### src/rtl/exe_stage.sv
// Execute stage of the 16-bit pipeline: operand forwarding, ALU, branch resolution
// and the EX/MEM pipeline register, all updated on the falling clock edge.
module exe_stage (
  input  logic        clk,
  input  logic        rst,
  input  logic        exKeep,
  input  logic        exClear,
  input  logic [15:0] rdata1_in,
  input  logic [15:0] rdata2_in,
  input  logic [15:0] imme_in,
  input  logic [15:0] pc_in,
  input  logic [3:0]  wreg_in,
  input  logic [3:0]  rreg1_in,
  input  logic [3:0]  rreg2_in,
  input  logic [3:0]  aluop_in,
  input  logic [1:0]  controlb_in,
  input  logic        ifjump_in,
  input  logic [1:0]  jorb_in,
  input  logic [1:0]  controlmem_in,
  input  logic        controlwb_in,
  input  logic [3:0]  memwb_wreg,
  input  logic        memwb_we,
  input  logic [15:0] memwb_wdata,
  output logic [15:0] alu_result_out,
  output logic [15:0] store_data_out,
  output logic [3:0]  wreg_out,
  output logic [1:0]  controlmem_out,
  output logic        controlwb_out,
  output logic        branch_taken,
  output logic [15:0] branch_target,
  output logic        load_use_hazard
);

  localparam logic [3:0] REG_NONE = 4'b1111;
  localparam logic [1:0] MEM_READ = 2'b00;
  localparam logic [1:0] MEM_NONE = 2'b11;

  logic [15:0] r_alu;
  logic [15:0] r_store;
  logic [3:0]  r_wreg;
  logic [1:0]  r_mem;
  logic        r_wb;

  logic        w_exmem_fwd_ok;
  logic [15:0] w_a;
  logic [15:0] w_rd2;
  logic [15:0] w_b;
  logic [15:0] w_alu;
  logic [1:0]  w_mem_norm;

  // A load in EX/MEM has no data yet, so it never forwards; the hazard unit stalls instead.
  assign w_exmem_fwd_ok = (r_wb == 1'b0) && (r_mem != MEM_READ);

  always_comb begin
    w_a = rdata1_in;
    if (rreg1_in != REG_NONE && rreg1_in == r_wreg && w_exmem_fwd_ok)
      w_a = r_alu;
    else if (rreg1_in != REG_NONE && rreg1_in == memwb_wreg && memwb_we)
      w_a = memwb_wdata;
  end

  always_comb begin
    w_rd2 = rdata2_in;
    if (rreg2_in != REG_NONE && rreg2_in == r_wreg && w_exmem_fwd_ok)
      w_rd2 = r_alu;
    else if (rreg2_in != REG_NONE && rreg2_in == memwb_wreg && memwb_we)
      w_rd2 = memwb_wdata;
  end

  always_comb begin
    unique case (controlb_in)
      2'b00:   w_b = w_rd2;
      2'b01:   w_b = imme_in;
      2'b10:   w_b = '0;
      default: w_b = pc_in;
    endcase
  end

  always_comb begin
    unique case (aluop_in)
      4'b0000: w_alu = w_a + w_b;
      4'b0010: w_alu = w_a - w_b;
      4'b0011: w_alu = w_a & w_b;
      4'b0100: w_alu = w_a | w_b;
      4'b0101: w_alu = w_a ^ w_b;
      4'b0110: w_alu = ~w_a;
      4'b0111: w_alu = w_a << w_b[3:0];
      4'b1000: w_alu = w_a >> w_b[3:0];
      4'b1001: w_alu = $signed(w_a) >>> w_b[3:0];
      4'b1010: w_alu = ($signed(w_a) < $signed(w_b)) ? 16'd1 : 16'd0;
      4'b1011: w_alu = (w_a < w_b) ? 16'd1 : 16'd0;
      4'b1100: w_alu = w_b;
      4'b1101: w_alu = w_a;
      default: w_alu = '0;
    endcase
  end

  always_comb begin
    branch_taken  = 1'b0;
    branch_target = pc_in;
    if (!ifjump_in) begin
      unique case (jorb_in)
        2'b00: branch_taken = (w_a == 16'd0);
        2'b01: branch_taken = (w_a != 16'd0);
        2'b10: branch_taken = 1'b1;
        default: branch_taken = 1'b0;
      endcase
      if (branch_taken)
        branch_target = (jorb_in == 2'b10) ? w_a : pc_in + imme_in;
    end
  end

  assign load_use_hazard = (r_mem == MEM_READ) && (r_wb == 1'b0) && (r_wreg != REG_NONE) &&
                           ((r_wreg == rreg1_in) || (r_wreg == rreg2_in));

  assign w_mem_norm = (controlmem_in == 2'b10) ? MEM_NONE : controlmem_in;

  always_ff @(negedge clk or negedge rst) begin
    if (!rst) begin
      r_alu   <= '0;
      r_store <= '0;
      r_wreg  <= REG_NONE;
      r_mem   <= MEM_NONE;
      r_wb    <= 1'b1;
    end else if (exKeep) begin
      r_alu   <= r_alu;
      r_store <= r_store;
      r_wreg  <= r_wreg;
      r_mem   <= r_mem;
      r_wb    <= r_wb;
    end else if (exClear) begin
      r_alu   <= '0;
      r_store <= '0;
      r_wreg  <= REG_NONE;
      r_mem   <= MEM_NONE;
      r_wb    <= 1'b1;
    end else begin
      r_alu   <= w_alu;
      r_store <= w_rd2;
      r_wreg  <= wreg_in;
      r_mem   <= w_mem_norm;
      r_wb    <= controlwb_in;
    end
  end

  assign alu_result_out = r_alu;
  assign store_data_out = r_store;
  assign wreg_out       = r_wreg;
  assign controlmem_out = r_mem;
  assign controlwb_out  = r_wb;

endmodule
### config.mk
export PLATFORM = sky130hd
export DESIGN_NAME = exe_stage
export DESIGN_NICKNAME = d
export VERILOG_FILES = /design/src/rtl/exe_stage.sv
export SDC_FILE = /design/constraint.sdc
export NUM_CORES = 1
export LEC_CHECK = 0
export ABC_AREA = 1
export CORE_MARGIN = 2
export CORE_UTILIZATION = 50
export CTS_CLUSTER_SIZE = 8
export DETAILED_ROUTE_END_ITERATION = 8
export HOLD_SLACK_MARGIN = 0.02
export PLACE_DENSITY = 0.78
export SYNTH_ARGS = -nofsm -noshare
export SYNTH_HDL_FRONTEND = slang
export SYNTH_SLANG_ARGS = --single-unit
### constraint.sdc
create_clock -name clk -period 4.7 [get_ports clk]
set_input_delay 0.705 -clock clk [delete_from_list [all_inputs] [get_ports clk]]
set_output_delay 0.705 -clock clk [all_outputs]
set_load 0.02 [all_outputs]
==> flow_metrics.env, run 1 <==
export IMPL_status="aborted with a tool error"
export IMPL_failing_step="global routing (5_1_grt)"
export IMPL_firstError="[ERROR GRT-0116] Global routing finished with congestion. Check the congestion regions in the DRC Viewer."
export IMPL_grt_max_degree=40
export IMPL_io_buffers=169
export IMPL_synth_cell_type_count=52
export IMPL_dpl_hpwl_um=37330
export IMPL_rows=47
export IMPL_grt_pass1_vias=19700
export IMPL_grt_first_pass_wirelength_um=124900
export IMPL_die_y_um=134.1
export IMPL_synth_warnings=0
export IMPL_initial_core_util_pct=51.05
export IMPL_dpl_cell_area_mm2=0.01353
export IMPL_synth_main_ff_cell="dfrtn_1"
export IMPL_syn_area_per_cell_um2=5.584
export IMPL_clockBufferDepth=2
export IMPL_gp_congestion=1.143
export IMPL_grt_total_usage_pct=89.69
export IMPL_synth_nets=1700
export IMPL_dp_cells=2242
export IMPL_synthesis_area_mm2=0.008466
export IMPL_boundaryPins=170
export IMPL_cts_sinks=39
export IMPL_ys_seq_elements=39
export IMPL_grt_overflow_total=537
export IMPL_htreeDepth=2
export IMPL_fp_dieW_um=134.1
export IMPL_ys_seq_area_share_pct=11.63
export IMPL_async_reset_ff_share_pct=100.0
export IMPL_cts_root_buf="clkbuf_16"
export IMPL_cts_made_buffers=5
export IMPL_pre_cts_ws_ns=-2.292
export IMPL_synth_edf_count=0
export IMPL_synthCells=1516
==> cells by family after synthesis <==
family | share of synthesized area [%]
AND/OR/NAND/NOR | 45.05
AO/OA/AOI/OAI | 19.89
buffers and inverters | 11.10
adder cells (fa/ha/maj) | 10.67
flip-flops | 11.63
XOR/XNOR | 1.655
==> metrics by stage <==
| step | hold slack [ns] | utilization (%) |
|---|---|---|
| 3_5_place_dp | 0.4459 | 81.56 |
| 4_1_cts | 0.4462 | 93.94 |
| 3_3_place_gp | 0.4284 | 81.56 |
| 2_1_floorplan | 0.5000 | - |
==> timing repair <==
item | CTS
resized for setup | 436
hold buffers | 0
endpoints found under the setup margin | 44
pin swaps | 122
buffers inserted | 118
gates cloned | 7
==> layer usage <==
layer / GRT overflow / track usage [%]
met5: 2 / 42.78
met4: 168 / 98.13
met3: 13 / 76.72
met2: 346 / 106.8
met1: 8 / 84.30
==> cells in the mapped netlist (17+ instances only) <==
cell type	count	area, um2
nand4_1	31	193.9
inv_1	165	619.3
o22ai_1	17	106.4
nand3_1	197	986.0
nor2_1	124	465.5
a21oi_1	75	375.4
dfrtn_1	32	800.8
o21ai_1	17	85.08
clkbuf_1	29	108.9
o21ai_0	104	520.5
nand2_1	460	1727
ha_1	69	863.3
==> run 2, diff against run 1 <==
CORE_UTILIZATION = 35   (was 50)
CTS_CLUSTER_SIZE = default   (was 8)
HOLD_SLACK_MARGIN = default   (was 0.02)
PLACE_DENSITY = default   (was 0.78)
PLACE_DENSITY_LB_ADDON = 0.15   (was default)
==> run 2 against run 1 <==
The flow now finishes, with violations (setup timing). Synthesized cell count stayed put. Area after synthesis stayed put.
==> flow_metrics.env, run 2 <==
export IMPL_status="complete, but fails checks"
export IMPL_violations="setup timing"
export IMPL_die_y_um=159.5
export IMPL_skew_ns=0.06902
export IMPL_ys_seq_elements=39
export IMPL_internal_power_uw=1774
export IMPL_dp_cells=2368
export IMPL_boundaryPins=170
export IMPL_syn_area_per_cell_um2=5.584
export IMPL_layout_commonest_cell="buf_4"
export IMPL_hold_viol=0
export IMPL_synth_top_area_share_pct=20.40
export IMPL_clock_power_share_pct=12.8
export IMPL_layout_common_cells="buf_4 (435), nand2_1 (360), nand3_1 (147)"
export IMPL_rrSetupSlack_ns=0.67
export IMPL_vias=14000
export IMPL_io_buffers=169
export IMPL_final_cells=2486
export IMPL_grt_max_degree=40
export IMPL_hp_class="reg -> reg"
export IMPL_clk_pin_slew_worst_paths_ns=0.05
export IMPL_drv_cap=0
export IMPL_final_cell_area_mm2=0.01695
export IMPL_rsz0062_at_grt="true"
export IMPL_synth_area_leader_cell="nand2_1"
export IMPL_gp_congestion=1.031
export IMPL_maxSlewViolCount=0
export IMPL_cts_tree="yes"
export IMPL_fillCellCount=1949
export IMPL_nets=2349
export IMPL_rows=56
export IMPL_dpl_cell_area_mm2=0.01385
export IMPL_synthCells=1516
export IMPL_pre_cts_ws_ns=-2.558
export IMPL_area_delta_synth_final_pct=100.2
export IMPL_swShare_pct=46.71
export IMPL_synthesis_area_mm2=0.008466
export IMPL_viasPerCell=5.631
export IMPL_core_area_mm2=0.02361
export IMPL_cts_sinks=39
export IMPL_synth_warnings=0
export IMPL_grt_overflow_total=0
export IMPL_power_share_sequential_pct=12.0
export IMPL_dpl_hpwl_um=39280
export IMPL_combPwrFrac_pct=75.2
export IMPL_grt_total_usage_pct=38.45
export IMPL_fp_dieW_um=159.5
export IMPL_drt_wl_total_um=53220
export IMPL_setup_violations=34
export IMPL_setup_ws_ns=-1.703
export IMPL_p_sw_uw=1555
export IMPL_synth_edf_count=0
export IMPL_power_density_mw_per_mm2=196.4
export IMPL_initial_core_util_pct=35.85
export IMPL_wl_per_cell_um=21.41
export IMPL_irDropWorstVdd_v=0.0001376
export IMPL_crit_path_max_fanout=8
export IMPL_cp_data_required_time_ns=3.99
export IMPL_synth_common_cells="nand2_1 (460), nand3_1 (197), inv_1 (165)"
export IMPL_drive_gt1_share_pct=45.80
export IMPL_antenna_found_initial=0
export IMPL_min_from="store_data_out[9]"
export IMPL_critPathLaunchType="flop"
export IMPL_cts_made_buffers=5
export IMPL_ys_seq_area_share_pct=11.63
export IMPL_crit_start="wreg_out[0]"
export IMPL_clockBufferDepth=2
export IMPL_synth_main_ff_cell="dfrtn_1"
export IMPL_final_util_pct=71.77
export IMPL_synth_most_common_cell="nand2_1"
export IMPL_grt_pass1_vias=13410
export IMPL_dieArea_mm2=0.02545
export IMPL_htreeDepth=2
export IMPL_tightest_slew_ns=0.7341
export IMPL_async_reset_ff_share_pct=100.0
export IMPL_cts_root_buf="clkbuf_16"
export IMPL_clkLatencyLatePin_ns=0.37
export IMPL_firstDrtPassIters=6
export IMPL_crit_type="reg -> out"
export IMPL_slew_headroom_pct=50.88
export IMPL_drc=0
export IMPL_reg2reg_from="controlmem_out[0]"
export IMPL_hold_ws_ns=0.4362
export IMPL_ant_nets=0
export IMPL_synth_area_top_cells="nand2_1 (20%), nand3_1 (12%), ha_1 (10%)"
export IMPL_grt_first_pass_wirelength_um=76690
export IMPL_power_leakage_uw=0.008236
export IMPL_synth_cell_type_count=52
export IMPL_cp_data_arrival_time_ns=5.70
export IMPL_dr_first_iter_drc_count=1497
export IMPL_synth_nets=1700
export IMPL_endpoint_kind="primary output"
run 2: power by group through the flow:
stage	logic, uW	clock network (uW)	registers (uW)
after floorplan	885	10.5	443
after global placement	1910	10.5	398
after detailed placement	1920	10.5	399
after CTS	2220	416	395
after global routing	2650	435	401
final	2500	428	398
run 2: area by class of cell:
type,instances,area (um2),share of cell area (%)
clock buffer,5,125.1,0.7383
tap,319,399.1,2.355
timing repair inverter,1,8.758,0.05168
sequential,39,984.7,5.810
inverter,174,720.7,4.252
timing repair buffer,690,6126,36.15
antenna,1,2.502,0.01477
multi-input combinational,1247,8513,50.23
clock inverter,10,67.56,0.3987
run 2: kinds of logic (layout without fill, tap and decap cells):
group / count (synthesis) / after routing / share of synthesized area [%]
DFF: 39 / 39 / 11.63
and+or+nand+nor: 876 / 876 / 45.05
other: 0 / 1 / 0
AOI/OAI and AO/OA: 284 / 284 / 19.89
buffers and inverters: 230 / 880 / 11.10
xor gates and xnor gates: 16 / 16 / 1.655
adders and majority gates: 71 / 71 / 10.67
run 2: worst paths after layout:
check | endpoint | depth (start not counted)
max in group asynchronous | store_data_out[2] | 2
max reg2reg | alu_result_out[8] | 30
min | store_data_out[9] | 2
max | branch_target[8] | 19
min in group asynchronous | store_data_out[8] | 1
min reg2reg | store_data_out[9] | 2
run 2: worst max-delay path, stage by stage, from the launching register on:
cell and delay [ns]:
dfstp_2 0.57, xor2_2 0.09, nor2_2 0.16, nand3_2 0.15, buf_12 0.19, buf_12 0.14
or2_4 0.24, nand2_4 0.08, buf_6 0.10, nand4_1 0.12, nor2_2 0.16, nand2_2 0.10
nand2_4 0.11, a21oi_4 0.06, o21ai_4 0.07, buf_12 0.16, inv_12 0.06, buf_12 0.15
o21ai_4 0.14, buf_6 0.14
run 2: what timing repair did:
item                       4_1_cts  5_1_grt
cloned                           3        1
resized for setup              503      229
pin swaps                      128      132
hold buffers                     0        0
setup buffers                   90       48
setup endpoints to repair       41       37
hold endpoints to repair         0        0
run 2: through the flow:
step,power (uW),setup TNS [ns]
CTS,3032,-44.72
finish,3329,-48.83
global route,3487,-52.27
floorplan,1338,-29.23
detailed placement,2326,-73.77
global placement,2322,-73.06
run 2: layer usage:
| metal | track usage [%] | wire (um) |
|---|---|---|
| met4 | 19.55 | 3566 |
| met5 | 0 | 0 |
| met1 | 49.97 | 20750 |
| met3 | 6.929 | 5487 |
| met2 | 60.98 | 23420 |
Note: power is estimated with default switching activity, not from simulation.
